<file path="src/rtl/iddmm_pkg.sv">
// rtl/iddmm_pkg.sv - shared types and constants for the IDDMM divider
package iddmm_pkg;

  localparam int IDDMM_DW = 128;

  typedef enum logic [1:0] {
    IDLE = 2'd0,
    RUN  = 2'd1,
    DONE = 2'd2
  } div_state_t;

  // Width of a counter that must hold the value 2*dw (one iteration per dividend bit)
  function automatic int cnt_width(input int dw);
    return $clog2(2 * dw) + 1;
  endfunction

endpackage

</file>
<file path="src/rtl/iddmm_lzc.sv">
// rtl/iddmm_lzc.sv - parameterised leading-zero counter (all-zero input returns W)
module iddmm_lzc #(
  parameter int W  = 256,
  parameter int CW = $clog2(W) + 1
) (
  input  logic [W-1:0]  din,
  output logic [CW-1:0] count
);

  // Scan upward so the highest set bit is the last one to overwrite the count
  always_comb begin
    count = CW'(W);
    for (int i = 0; i < W; i++) begin
      if (din[i]) count = CW'(W - 1 - i);
    end
  end

endmodule

</file>
<file path="src/rtl/iddmm_div_256_by_128.sv">
// rtl/iddmm_div_256_by_128.sv - radix-2 restoring 2*DW/DW divider, optional IDDMM_DIV_EARLY_TERM_EN
module iddmm_div_256_by_128
  import iddmm_pkg::*;
#(
  parameter int DW = IDDMM_DW
) (
  input  logic            clk,
  input  logic            rst,
  input  logic            in_valid,
  output logic            in_ready,
  input  logic [2*DW-1:0] dividend,
  input  logic [DW-1:0]   divisor,
  output logic            out_valid,
  input  logic            out_ready,
  output logic [2*DW-1:0] quotient,
  output logic [DW-1:0]   remainder,
  output logic            div_zero
);

  localparam int QW    = 2 * DW;
  localparam int CNT_W = cnt_width(DW);

  div_state_t state, state_nxt;

  // shreg holds the unconsumed dividend bits in its top and collects quotient bits at the bottom
  logic [QW-1:0]    shreg;
  logic [DW-1:0]    divisor_q;
  // Partial remainder stays below divisor, so DW bits suffice; the DW+1-bit width lives in t
  logic [DW-1:0]    prem;
  logic [CNT_W-1:0] counter;

  logic             accept;
  logic             out_hs;
  logic             last_step;
  logic [DW:0]      t;
  logic [DW:0]      diff;
  logic             q_bit;
  logic [QW-1:0]    shreg_step;
  logic [DW-1:0]    prem_step;
  logic [QW-1:0]    shreg_init;
  logic [CNT_W-1:0] cnt_init;

  assign in_ready  = (state == IDLE);
  assign accept    = in_valid && in_ready;
  assign out_hs    = out_valid && out_ready;
  assign last_step = (counter == CNT_W'(1));

`ifdef IDDMM_DIV_EARLY_TERM_EN
  logic [CNT_W-1:0] lz;

  iddmm_lzc #(
    .W  (QW),
    .CW (CNT_W)
  ) u_lzc (
    .din   (dividend),
    .count (lz)
  );

  // Leading zeros would only produce leading zero quotient bits, so skip those iterations
  assign shreg_init = dividend << lz;
  assign cnt_init   = (lz == CNT_W'(QW)) ? CNT_W'(1) : (CNT_W'(QW) - lz);
`else
  assign shreg_init = dividend;
  assign cnt_init   = CNT_W'(QW);
`endif

  // One restoring step: bring down the next dividend bit, subtract if it fits
  always_comb begin
    t          = {prem, shreg[QW-1]};
    diff       = t - {1'b0, divisor_q};
    q_bit      = (t >= {1'b0, divisor_q});
    prem_step  = DW'(q_bit ? diff : t);
    shreg_step = {shreg[QW-2:0], q_bit};
  end

  // State register
  always_ff @(posedge clk or posedge rst) begin
    if (rst) state <= IDLE;
    else     state <= state_nxt;
  end

  // Next-state: zero divisor bypasses the iteration entirely
  always_comb begin
    state_nxt = state;
    case (state)
      IDLE: if (accept) state_nxt = (divisor == '0) ? DONE : RUN;
      RUN:  if (last_step) state_nxt = DONE;
      DONE: if (out_hs) state_nxt = IDLE;
      default: state_nxt = IDLE;
    endcase
  end

  // Datapath and result registers; results only change when a new result is produced
  always_ff @(posedge clk or posedge rst) begin
    if (rst) begin
      shreg     <= '0;
      divisor_q <= '0;
      prem      <= '0;
      counter   <= '0;
      quotient  <= '0;
      remainder <= '0;
      div_zero  <= 1'b0;
    end else begin
      case (state)
        IDLE: begin
          if (accept) begin
            divisor_q <= divisor;
            prem      <= '0;
            shreg     <= shreg_init;
            if (divisor == '0) begin
              counter   <= '0;
              quotient  <= '1;
              remainder <= dividend[DW-1:0];
              div_zero  <= 1'b1;
            end else begin
              counter   <= cnt_init;
            end
          end
        end
        RUN: begin
          shreg   <= shreg_step;
          prem    <= prem_step;
          counter <= counter - CNT_W'(1);
          if (last_step) begin
            quotient  <= shreg_step;
            remainder <= prem_step;
            div_zero  <= 1'b0;
          end
        end
        default: ;
      endcase
    end
  end

  // out_valid follows DONE by one cycle and drops on the output handshake
  always_ff @(posedge clk or posedge rst) begin
    if (rst) out_valid <= 1'b0;
    else     out_valid <= (state == DONE) && !out_hs;
  end

endmodule

</file>
<file path="config.mk">
export PLATFORM = sky130hd
export DESIGN_NAME = iddmm_div_256_by_128
export DESIGN_NICKNAME = d
export VERILOG_FILES = /design/src/rtl/iddmm_pkg.sv /design/src/rtl/iddmm_lzc.sv /design/src/rtl/iddmm_div_256_by_128.sv
export SDC_FILE = /design/constraint.sdc
export NUM_CORES = 2
export LEC_CHECK = 0
export ABC_AREA = 1
export CORE_MARGIN = 2
export CORE_UTILIZATION = 50
export DETAILED_ROUTE_END_ITERATION = 6
export GPL_TIMING_DRIVEN = 0
export PLACE_DENSITY = 0.83
export SYNTH_ARGS = -nofsm -noshare
export SYNTH_HDL_FRONTEND = slang
export SYNTH_SLANG_ARGS = --single-unit
</file>
<file path="constraint.sdc">
create_clock -name clk -period 30.3 [get_ports clk]
set_clock_uncertainty 0.2 [all_clocks]
set_input_delay 6.06 -clock clk [delete_from_list [all_inputs] [get_ports clk]]
set_output_delay 6.06 -clock clk [all_outputs]
set_load 0.01 [all_outputs]
</file>
==> out/qor.yml <==
logic_synthesis:
  synth_warnings: 0
  synth_cell_types: 43
  synth_fp_nets: 8193
  postSynthAreaPerCell_sq_um: 7.11
  synthFlopType: "dfrtp_1"
  syn_area_sq_um: 54500
  async_flop_share_pct: 100
  ys_ff_latch: 909
  synth_edf_count: 0
  yosysSeqAreaShare_pct: 41.7
  netlist_instances: 7674
clock_network:
  cts_hold_buf: 0
  htreeDepth: 3
  cts_sinks: 909
  cts.repair.resized: 0
  postCtsSetupBuffers: 0
  clk_latency_ns: 0.73
  clk_pin_slew_ns: 0.06
  tritoncts: "done"
  cts_root_buffer: "clkbuf_16"
  cts_max_path_buffers: 3
  numCtsBuffers: 95
power_and_ir_drop:
  irDropWorstVdd_mv: 0.0681
  power.total_mw: 9.21
  power.density_nw_per_um2: 136
  leakage_nw: 34.6
timing:
  min_period_ns: 11.55
  tns_ns: 0
  grt_setup_unrepaired: "no"
  tightest_slew_ns: 1.50
  final-setup-viol-count: 0
  max_freq_mhz: 86.6
  finalHoldViolCount: 0
  maxSlewViolCount: 11
  timing.hold.ws_ns: 0.292
  min_period_over_period_pct: 38.1
  slew-limit-headroom_pct: -0.137
floorplanning:
  die_h_um: 334
  rows: 121
  die_w_um: 334
  start_util_pct: 50.2
  io_pins: 775
  die-area_sq_um: 112000
  coreArea_sq_um: 109000
grt:
  grt_max_degree: 44
  busiest_layer: "met2"
  grt.total_usage_pct: 39.5
  grt_antenna_before_repair: 32
  use_met1_pct: 52.0
  grt_pass1_vias: 54200
  grt_use_met2_pct: 62.6
  overflow: 0
  use_met3_pct: 9.05
  grt_pass1_wl_um: 334000
drt:
  drt-wirelength-per-cell_um: 22.3
  drt_iter0_markers: 6352
  routed_wl_um: 225000
  vias: 56300
  drc_errors: 14
  antenna_left: 0
  first_pass_iters: 7
  via_per_inst: 5.58
worst_setup_path:
  arrival_ns: 11.87
  critPathRequiredTime_ns: 30.62
  cp_max_fo: 10
  worstSetupPathType: "input port to flip-flop"
  cp-end-kind: "flip-flop"
  cp-start-kind: "input port"
final_layout:
  drive_gt1_share_pct: 6.90
  areaGrowthSynthToFinish_pct: 24.5
  num-fill-cells: 9655
  fin_nets: 9089
hold_path:
  hp-class: "flip-flop to flip-flop"
run_status:
  violations: "DRC, capacitance limit, slew limit"
  status: "finished with violations"
placed_design:
  dpl.hpwl_um: 182000
  gp_congestion: 1.06
  portBuffers: 774
run:
  maxCapViolations: 1
[registers in the layout, summed over array words and instances, names as in the netlist]
register   count
state          2
prem         128
remainder    128
shreg        256
out_valid      1
quotient     256
div_zero       1
divisor_q    128
counter        9
[through the flow]
stage	util [%]	area, sq um	instances	setup slack [ns]
final	62.5	67900	10100	18.75
after global routing	62.5	67900	10100	18.87
after CTS	62.5	67800	10100	18.98
after detailed placement	59.5	64600	9887	18.34
after global placement	59.0	64100	9862	6.36
after floorplan	-	54500	7674	11.53
[cells in the final DEF, fill, tap and decap left out, types with 64 or more instances in the layout]
master,instances
nand4_1,171
o22ai_1,127
clkbuf_1,213
ha_1,130
o21ai_0,141
nor2_1,803
clkbuf_16,95
a21oi_1,220
clkdlybuf4s50_1,774
a221oi_1,129
nor3_1,145
xor2_1,64
a31oi_1,255
dfrtp_1,909
nand3_2,99
inv_1,1482
or2_2,128
nand2_1,1973
nand3_1,431
buf_2,68
[logic make-up after synthesis]
group | after synthesis | share of synthesized area (%)
buf+inv | 1850 | 13.6
compound gates | 882 | 9.90
fa+ha+maj | 131 | 3.02
simple gates | 3837 | 30.8
xor+xnor | 65 | 1.04
flops | 909 | 41.7
[Yosys cell counts (2+ instances only)]
cell type	count	area [sq um]
nand2_1	1973	7410
inv_1	1483	5570
dfrtp_1	909	22700
nor2_1	803	3010
nand3_1	431	2160
a31oi_1	255	1600
a21oi_1	220	1100
clkbuf_1	200	751
nand4_1	171	1070
nor3_1	145	726
o21ai_0	141	706
ha_1	130	1630
a221oi_1	129	1130
or2_2	128	801
o22ai_1	127	795
nand3_2	99	991
buf_2	68	340
xor2_1	64	561
nor4_1	33	206
inv_2	27	101
buf_1	26	97.6
nor2_2	25	156
buf_6	19	214
buf_4	14	105
buf_12	11	220
nand2_2	7	43.8
and3_1	5	31.3
nand2_4	5	56.3
nor2_4	5	56.3
and2_1	4	25.0
o21a_1	3	22.5
clkinv_1	2	7.51
o21bai_1	2	15.0
[where the power goes]
group / internal [mW] / switching (mW) / leakage, nW / total, mW
Combinational: 1.90 / 4.03 / 23.1 / 5.93
Sequential: 1.76 / 0.288 / 9.96 / 2.05
Clock: 0.695 / 0.529 / 1.58 / 1.22
[worst paths after layout]
path | slack, ns | from | endpoint | cells past startpoint
min reg2reg | 0.29 | div_zero | div_zero | 1
max reg2reg | 25.54 | state[0] | quotient[52] | 9
min | 0.29 | div_zero | div_zero | 1
max | 18.75 | divisor[124] | quotient[52] | 12
min in group asynchronous | 5.62 | rst | shreg[178] | 2
max in group asynchronous | 21.90 | rst | shreg[49] | 9
[per-layer routing]
layer	vias to the layer above	part of all wire (%)
met5	-	0.018
met2	2770	45
met1	27000	41
met4	6	4.9
li1	26100	-
met3	484	9.1
[worst max-delay path, cell delays in order]
cell,delay (ns)
clkdlybuf4s50_1,0.42
nor4_1,1.14
nand4_1,0.26
nor2_1,0.66
nand4_1,0.35
nand2_1,0.14
nand2_1,0.47
clkinv_1,0.54
buf_2,0.47
buf_2,0.78
buf_2,0.37
a31oi_1,0.13
[final cells by class]
type | instances | area, sq um | share of cell area (%)
plain buffers | 338 | 1740 | 2.56
clock inverters | 40 | 554 | 0.816
flip-flops and latches | 909 | 22700 | 33.5
inverters | 1512 | 5680 | 8.36
multi-input cells | 4915 | 24400 | 35.9
repair buffers | 799 | 8250 | 12.1
clock buffers | 133 | 2690 | 3.96
diodes | 30 | 75.1 | 0.111
well taps | 1414 | 1770 | 2.61
(Power assumes the default switching activity.)
